$ cat config.mk
export PLATFORM = sky130hd
export DESIGN_NAME = baud_gen_os
export DESIGN_NICKNAME = d
export VERILOG_FILES = /design/src/rtl/baud_gen_os.sv
export SDC_FILE = /design/constraint.sdc
export NUM_CORES = 1
export LEC_CHECK = 0
export ABC_AREA = 1
export CAP_MARGIN = 20
export CORE_MARGIN = 2
export CORE_UTILIZATION = 30
export CTS_CLUSTER_DIAMETER = 100
export CTS_CLUSTER_SIZE = 25
export DETAILED_ROUTE_END_ITERATION = 6
export PLACE_DENSITY_LB_ADDON = 0.25
export SYNTH_ARGS = -nofsm -noshare
export SYNTH_HDL_FRONTEND = slang
export SYNTH_SLANG_ARGS = --single-unit
$ cat constraint.sdc
create_clock -name clk -period 1.3 [get_ports clk]
set_input_delay 0.195 -clock clk [delete_from_list [all_inputs] [get_ports clk]]
set_output_delay 0.195 -clock clk [all_outputs]
set_load 0.02 [all_outputs]
$ cat src/rtl/baud_gen_os.sv
// ----------------------------------------------------------------------------
// baud_gen_os
//
// Programmable baud generator with an oversampling stage. A single divisor,
// written over the SPART data bus as a low half followed by a high half,
// sets the period of the oversample tick (en_os). Every OVERSAMPLE oversample
// ticks, a bit tick (en_bit) is also issued.
//
// Parameters:
//   BUS_WIDTH  - width of the data bus; the divisor is twice this wide
//   OVERSAMPLE - en_os ticks per en_bit tick (must be >= 2)
//   RESET_DIV  - divisor loaded on reset
//
// Ports:
//   clk        - system clock, all state updates on the rising edge
//   rst        - asynchronous active-high reset
//   wr_en      - bus write strobe, one cycle per write
//   ioaddr     - register select: 2'b10 divisor low, 2'b11 divisor high
//   data_bus   - write data
//   rd_data    - combinational readback of the committed divisor half
//   en_os      - oversample enable, one-cycle pulse every div+1 clocks
//   en_bit     - bit enable, coincident with every OVERSAMPLE-th en_os
//   lo_pending - a low half has been staged but not yet committed
// ----------------------------------------------------------------------------
module baud_gen_os #(
    parameter int BUS_WIDTH  = 8,
    parameter int OVERSAMPLE = 16,
    parameter int RESET_DIV  = 162
) (
    input  logic                 clk,
    input  logic                 rst,
    input  logic                 wr_en,
    input  logic [1:0]           ioaddr,
    input  logic [BUS_WIDTH-1:0] data_bus,
    output logic [BUS_WIDTH-1:0] rd_data,
    output logic                 en_os,
    output logic                 en_bit,
    output logic                 lo_pending
);

    localparam int DW  = 2 * BUS_WIDTH;
    localparam int OSW = $clog2(OVERSAMPLE);

    localparam logic [DW-1:0]  RESET_DIV_W = DW'(RESET_DIV);
    localparam logic [DW-1:0]  CNT_ONE     = DW'(1);
    localparam logic [OSW-1:0] OS_LAST     = OSW'(OVERSAMPLE - 1);
    localparam logic [OSW-1:0] OS_ONE      = OSW'(1);

    localparam logic [1:0] ADDR_DB_LOW  = 2'b10;
    localparam logic [1:0] ADDR_DB_HIGH = 2'b11;

    logic [BUS_WIDTH-1:0] lo_stage;
    logic [DW-1:0]        div;
    logic [DW-1:0]        cnt;
    logic [OSW-1:0]       os_cnt;

    logic                 lo_wr;
    logic                 commit;
    logic [DW-1:0]        new_div;

    // Decode of the two bus writes; the high write commits the whole divisor
    // together with whatever low half is currently staged.
    always_comb begin
        lo_wr   = wr_en && (ioaddr == ADDR_DB_LOW);
        commit  = wr_en && (ioaddr == ADDR_DB_HIGH);
        new_div = {data_bus, lo_stage};
    end

    // Tick decode straight from registers. A zero divisor would otherwise
    // fire every clock, so it is treated as "generator off".
    always_comb begin
        en_os  = (cnt == '0) && (div != '0);
        en_bit = en_os && (os_cnt == OS_LAST);
    end

    // Readback only ever shows the committed divisor, never the staged half.
    always_comb begin
        rd_data = '0;
        case (ioaddr)
            ADDR_DB_LOW:  rd_data = div[BUS_WIDTH-1:0];
            ADDR_DB_HIGH: rd_data = div[DW-1:BUS_WIDTH];
            default:      rd_data = '0;
        endcase
    end

    // Low-half staging register and its pending flag. Staging never touches
    // the running divisor, so the tick stream is undisturbed until commit.
    always_ff @(posedge clk or posedge rst) begin
        if (rst) begin
            lo_stage   <= RESET_DIV_W[BUS_WIDTH-1:0];
            lo_pending <= 1'b0;
        end else if (commit) begin
            lo_pending <= 1'b0;
        end else if (lo_wr) begin
            lo_stage   <= data_bus;
            lo_pending <= 1'b1;
        end
    end

    // Committed divisor, updated atomically on the high-half write.
    always_ff @(posedge clk or posedge rst) begin
        if (rst) begin
            div <= RESET_DIV_W;
        end else if (commit) begin
            div <= new_div;
        end
    end

    // Down counter. A commit restarts the period from the new divisor even if
    // a tick is being output this cycle; otherwise it reloads on reaching zero.
    // With div == 0 the reload keeps it parked at zero.
    always_ff @(posedge clk or posedge rst) begin
        if (rst) begin
            cnt <= RESET_DIV_W;
        end else if (commit) begin
            cnt <= new_div;
        end else if (cnt == '0) begin
            cnt <= div;
        end else begin
            cnt <= cnt - CNT_ONE;
        end
    end

    // Oversample counter advances once per en_os and wraps after the last
    // sub-tick; a commit realigns the bit boundary with the new divisor.
    always_ff @(posedge clk or posedge rst) begin
        if (rst) begin
            os_cnt <= '0;
        end else if (commit) begin
            os_cnt <= '0;
        end else if (en_os) begin
            if (os_cnt == OS_LAST) begin
                os_cnt <= '0;
            end else begin
                os_cnt <= os_cnt + OS_ONE;
            end
        end
    end

endmodule

==> run summary, run 1 <==
max_slew headroom - 77.7%
FF-to-FF setup slack - -0.43 ns
CP Max Fanout - 3
Slew Viols, Final - 0
wire length per cell - 13.6 um
first-pass GRT wire length - 13,000 um
VDD IR max - 0.000820 V
die footprint - 9520 um2
Clock Sinks - 45
prevailing post-synth register cell - dfrtp_1
clock root cell - clkbuf_8
leakage - 2.11 nW
# DRC - 0
Post-Synthesis Cells - 340
Max Cap Violations - 0
Num CTS Buffers - 5
Clock Skews - 0.00592 ns
outcome - finished with violations
setup ws final - -0.481 ns
Mean Syn Cell Area - 7.73 um2
vias post-DR - 2,633
Total GRT Usage - 16.8%
Placeable Area - 8590 um2
maximum clock path buffer count - 2
TritonCTS clock tree - yes
DR vias/cell - 4.64
Final Power - 0.00665 W
reg2reg path depth - 12
Die Ht - 97.6 um
FF-to-FF Start - cnt[1]$_DFF_PP1_
nets - 475
CP Cell Sequence - inv_4 -> ha_4 -> nand2_2 -> nor2_1 -> nand3_1 -> nor2_2 -> nand2_2 -> nor3_4 -> buf_6
CTS clk-pin slew, worst paths - 0.08 ns
layout cells sized above 1 - 45.0%
synthesized area - 2630 um2
final hold viol count - 0
slowest CP cell - dfstp_2
failing checks - setup timing
std cell rows - 34
largest net degree at the start of global routing - 46
Final setup viols - 26
CP Data Required Time - 1.11 ns
RSZ-0062 raised after global routing - yes
Worst-Margin Slew - 0.333 ns
post-route minimum period - 1.78 ns
Clock Latency Late Sink - 0.29 ns
vias in the first global route - 2,664
post-synthesis register bit count - 45
capturing element type of the critical path - output port
RD Place Congestion - 0.940
Remaining Overflow, GRT - 0
Synth Net Count - 356
Core Util, Final - 48.4%
drt first pass iters - 4
Unique masters post-synth - 27
number of synthesized flops with an enable pin - 0
most frequent cell on the critical path - nand2_2
FMAX - 0.561 GHz
CP Class - reg -> out
Final period util - 137%
die width - 97.6 um
Hold Path Class - in -> async
I/O Buffers - 23
hold-fix buffers at CTS - 0
Iter 0 DRT Violations - 82
initial antenna violation count - 0
non-filler cells, final - 568
Starting Density - 30.6%
dpl hpwl - 5920 um
synth warn - 0
pwr/cell area - 1600 nW/um2
wirelength, routed - 7700 um
Max stage delay on crit path - 0.39 ns
Area Growth Syn to Fin - 58.4%
register area share after synthesis - 43.3%
Data arrival, critical path - 1.59 ns
async set or reset register ratio after synthesis - 100%
H-tree Lvls - 2
DRT antenna net count - 0
ANT cells - 0
reg2reg end - cnt[4]$_DFF_PP0_
Top-Level Pins - 24
placed cells - 548
type of origin of the critical path - register
report_power, final:
| group | switching, W | leakage, nW | total [W] | internal (W) |
|---|---|---|---|---|
| combinational | 0.00190 | 1.52 | 0.00369 | 0.00180 |
| sequential | 0.000241 | 0.542 | 0.00206 | 0.00182 |
| clock | 0.000459 | 0.0455 | 0.000893 | 0.000434 |
how the worst max path moves through the flow:
stage	slack (ns)	from	cells past startpoint	to
floorplan	-0.18	cnt[0]$_DFF_PP0_	8	en_bit
global placement	-0.72	ioaddr[1]	6	rd_data[6]
detailed placement	-0.81	ioaddr[1]	6	rd_data[6]
CTS	-0.49	cnt[1]$_DFF_PP1_	9	en_bit
global route	-0.58	cnt[1]$_DFF_PP1_	9	en_bit
finish	-0.48	cnt[1]$_DFF_PP1_	9	en_bit
metrics by stage:
| stage | instance area [um2] | hold slack, ns | setup WS (ns) | setup TNS, ns |
|---|---|---|---|---|
| after floorplan | 2660 | 0.323 | -0.178 | -0.747 |
| after global placement | 3630 | 0.459 | -0.718 | -19.04 |
| after detailed placement | 3630 | 0.463 | -0.812 | -19.84 |
| after CTS | 3990 | 0.266 | -0.490 | -7.10 |
| after global routing | 4160 | 0.279 | -0.578 | -9.99 |
| final | 4160 | 0.249 | -0.481 | -7.94 |
layout by cell type, fill, tap and decap left out, types with 7 or more instances in the layout:
master	instances
nor2_1	24
nand4_1	10
nand2_2	15
clkdlybuf4s50_1	10
nand3_2	14
dfstp_2	9
nand2_1	105
inv_1	18
dfrtp_1	36
inv_2	15
mux2_1	8
nand3_1	17
nand2_4	7
buf_6	28
buf_4	72
per-layer routing:
metal  global-route usage, %  share of wire (%)
met5                       0                  0
met4                    4.17                1.5
met2                    28.3                 49
met3                    2.59                2.9
met1                    22.6                 46
worst max-delay path, delay by kind of cell (launching register included):
family	cells	cell delay, ns
and+or+nand+nor	6	0.57
DFF	1	0.39
buffers and inverters	2	0.19
adders and majority gates	1	0.13
final cells by class:
type	instances	area (um2)
tap	108	135
fill	836	4430
timing repair buffer	116	1030
inverter	37	151
sequential	45	1140
multi-input combinational	254	1610
clock buffer	8	90.1
sequential cells by signal (all words and copies together) (netlist names):
name,cells
cnt,16
div,16
lo_stage,8
os_cnt,4
lo_pending,1
synth_stat cells, types with 5 or more instances:
cell        n  area share (%)
inv_1      32             4.6
nand2_1   121              17
nand3_1    25             4.8
nand4_1    10             2.4
o22ai_1     6             1.4
nand3_2    11             4.2
dfstp_2     9             9.0
o21ai_0     7             1.3
nor2_1     27             3.9
mux2_1      8             3.4
dfrtp_1    36              34
nor2_2      5             1.2
o21ai_1     8             1.5
nand3b_1    5             1.4
logic make-up after synthesis:
group                    after synthesis  share of synthesized area (%)
AO/OA/AOI/OAI                         21                           4.29
XOR/XNOR                               4                           1.33
adder cells (fa/ha/maj)                3                           1.43
buffers and inverters                 42                           6.48
flip-flops                            45                           43.3
multiplexers                           8                           3.43
AND/OR/NAND/NOR                      217                           39.8
repair_timing:
item                                   in CTS  in global routing
pin swaps                                  17                 16
buffers inserted                            9                  6
gates resized for setup                   125                 38
setup endpoints to repair                  39                 30
cloned                                      0                  1
endpoints found under the hold margin       0                  0
Power figures use the tool's default switching activity.
==> run 2, diff against run 1 <==
--- a/config.mk
+++ b/config.mk
@@ -6,12 +6,12 @@
 export NUM_CORES = 1
 export LEC_CHECK = 0
 export ABC_AREA = 1
-export CAP_MARGIN = 20
 export CORE_MARGIN = 2
 export CORE_UTILIZATION = 30
 export CTS_CLUSTER_DIAMETER = 100
 export CTS_CLUSTER_SIZE = 25
 export DETAILED_ROUTE_END_ITERATION = 6
+export MAX_ROUTING_LAYER = met4
 export PLACE_DENSITY_LB_ADDON = 0.25
 export SYNTH_ARGS = -nofsm -noshare
 export SYNTH_HDL_FRONTEND = slang
==> run summary, run 2 (same netlist as run 1, synthesis figures left out) <==
Area Growth Syn to Fin - 61.3%
Comb pwr share - 54.8% (-0.8 points)
Hold Path Class - in -> async
die width - 97.6 um (unchanged)
Iter 0 DRT Violations - 122 (+49%)
layout cells sized above 1 - 46.3% (+1.3 points)
die footprint - 9520 um2 (unchanged)
Top-Level Pins - 24 (unchanged)
clock root cell - clkbuf_8
CP Max Fanout - 3 (unchanged)
Clock Skews - 0.00545 ns (-0.000469 ns)
Storage cell area - 1140 um2 (unchanged)
setup ws final - -0.472 ns (+0.00895 ns)
Int Power - 0.00426 W (+5.3%)
Final period util - 136% (-0.69 points)
post-route minimum period - 1.77 ns (-0.00895 ns)
hold-fix buffers at CTS - 0 (unchanged)
CP Class - reg -> out
vias in the first global route - 2,677 (+0.49%)
P_sw - 0.00268 W (+3.1%)
slowest CP cell - dfstp_2
Clock Sinks - 45 (unchanged)
Worst-Margin Slew - 0.368 ns (+0.0346 ns)
CTS clk-pin slew, worst paths - 0.08 ns (about the same)
TritonCTS clock tree - yes
WHS - 0.243 ns (-0.00625 ns)
clock share of power - 15.6% (+2.2 points)
leakage - 2.14 nW (+1.5%)
sw frac - 38.6% (-0.51 points)
dpl hpwl - 5960 um (+0.76%)
DR vias/cell - 4.62 (-0.34%)
Max stage delay on crit path - 0.38 ns (about the same)
Filler cells - 832 (-0.48%)
Die Ht - 97.6 um (unchanged)
failing checks - setup timing
wire length per cell - 13.7 um (+0.75%)
Core Util, Final - 49.3% (+0.89 points)
Final Power - 0.00694 W (+4.4%)
Max Cap Violations - 0 (unchanged)
final hold viol count - 0 (unchanged)
initial antenna violation count - 0 (unchanged)
max_slew headroom - 75.2% (-2.5 points)
setup TNS - -5.50 ns (+2.44 ns)
wirelength, routed - 7760 um (+0.75%)
VDD IR max - 0.000753 V (-8.1%)
DP Worst Slack - -0.704 ns (+0.108 ns)
first-pass GRT wire length - 13,000 um (about the same)
Clock Latency Late Sink - 0.30 ns (about the same)
most frequent cell on the critical path - nand2_2
maximum clock path buffer count - 2 (unchanged)
largest net degree at the start of global routing - 46 (unchanged)
capturing element type of the critical path - output port
DRT antenna net count - 0 (unchanged)
Placeable Area - 8590 um2 (unchanged)
Slew Viols, Final - 0 (unchanged)
outcome - finished with violations
top flop regs - cnt: 16 flops, div: 16 flops, lo_stage: 8 flops
vias post-DR - 2,624 (-0.34%)
Num CTS Buffers - 5 (unchanged)
RSZ-0062 raised after global routing - yes
Total GRT Usage - 17.4% (+0.58 points)
nets - 475 (unchanged)
RD Place Congestion - 0.934 (-0.66%)
Reg power frac - 29.6% (-1.4 points)
I/O Buffers - 23 (unchanged)
CP Cell Sequence - inv_2 -> ha_4 -> nand2_2 -> nor2_1 -> nand3_1 -> nor2_2 -> nand2_2 -> nor3_4 -> buf_6
H-tree Lvls - 2 (unchanged)
drt first pass iters - 5 (+1)
CP Data Required Time - 1.11 ns (about the same)
type of origin of the critical path - register
std cell rows - 34 (unchanged)
FMAX - 0.564 GHz (+0.51%)
most frequent cells in the layout - 103 x nand2_1, 78 x buf_4, 36 x dfrtp_1
ANT cells - 0 (unchanged)
Final setup viols - 27 (+3.8%)
commonest non-fill, non-tap cell in the layout - nand2_1
Remaining Overflow, GRT - 0 (unchanged)
# DRC - 0 (unchanged)
Data arrival, critical path - 1.58 ns (about the same)
Multi-input gate area - 1660 um2 (+3.1%)
Starting Density - 30.6% (unchanged)
pwr/cell area - 1640 nW/um2 (+2.5%)
-- run 2: changes by cell type in the layout (fill, tap and decap cells not counted), sizes merged --
cell	previous run	this run
buf	104	103
bufinv	0	1
clkbuf	9	8
clkdlybuf4s15	0	1
clkinv	1	2
inv	36	35
-- run 2: power groups by stage --
stage / combinational [W] / clock (W) / sequential, W
after floorplan: 0.00151 / 0 / 0.00211
after global placement: 0.00312 / 0 / 0.00206
after detailed placement: 0.00314 / 0 / 0.00207
after CTS: 0.00359 / 0.00111 / 0.00205
after global routing: 0.00416 / 0.00118 / 0.00209
final: 0.00381 / 0.00108 / 0.00205
-- run 2: layout make-up --
type | count | area share, %
Clock buffer | 7 | 2.04
Clock inverter | 1 | 0.708
Inverter | 37 | 3.54
Multi-Input combinational cell | 254 | 39.3
Sequential cell | 45 | 26.8
Tap cell | 108 | 3.19
Timing Repair Buffer | 116 | 24.4
-- run 2: critical path, delay by kind of cell (launching register included) --
family	cells	cell delay (ns)
fa+ha+maj	1	0.13
buf+inv	2	0.20
flops	1	0.38
simple gates	6	0.55
-- run 2: stage by stage --
stage	area [um2]	std cells
2_1_floorplan	2660	340
3_3_place_gp	3660	548
3_5_place_dp	3660	548
4_1_cts	4110	565
5_1_grt	4240	568
6_report	4240	568
-- run 2: final timing paths --
kind / cells after the start / slack, ns / from / end
worst min-delay path: 3 / 0.24 / rst / lo_pending$_DFFE_PP0P_
min in group clk: 2 / 0.47 / lo_pending$_DFFE_PP0P_ / lo_pending$_DFFE_PP0P_
worst min register to register: 2 / 0.47 / lo_pending$_DFFE_PP0P_ / lo_pending$_DFFE_PP0P_
worst max register to register: 12 / -0.30 / cnt[1]$_DFF_PP1_ / cnt[10]$_DFF_PP0_
worst max-delay path: 9 / -0.47 / cnt[1]$_DFF_PP1_ / en_bit
max in group asynchronous: 3 / 0.78 / rst / lo_stage[5]$_DFFE_PP1P_
-- run 2: timing repair --
action,in CTS,in global routing
gates resized for setup,132,31
cloned,1,0
pin swaps,23,14
buffers inserted,10,4
endpoints found under the setup margin,35,30
-- run 2: metal layers --
layer | vias up | GRT usage (%) | wire, um
li1 | 1331 | - | -
met1 | 1224 | 22.9 | 3710
met2 | 53 | 28.0 | 3660
met3 | 16 | 2.01 | 203
met4 | 0 | 5.66 | 187
met5 | - | - | 0
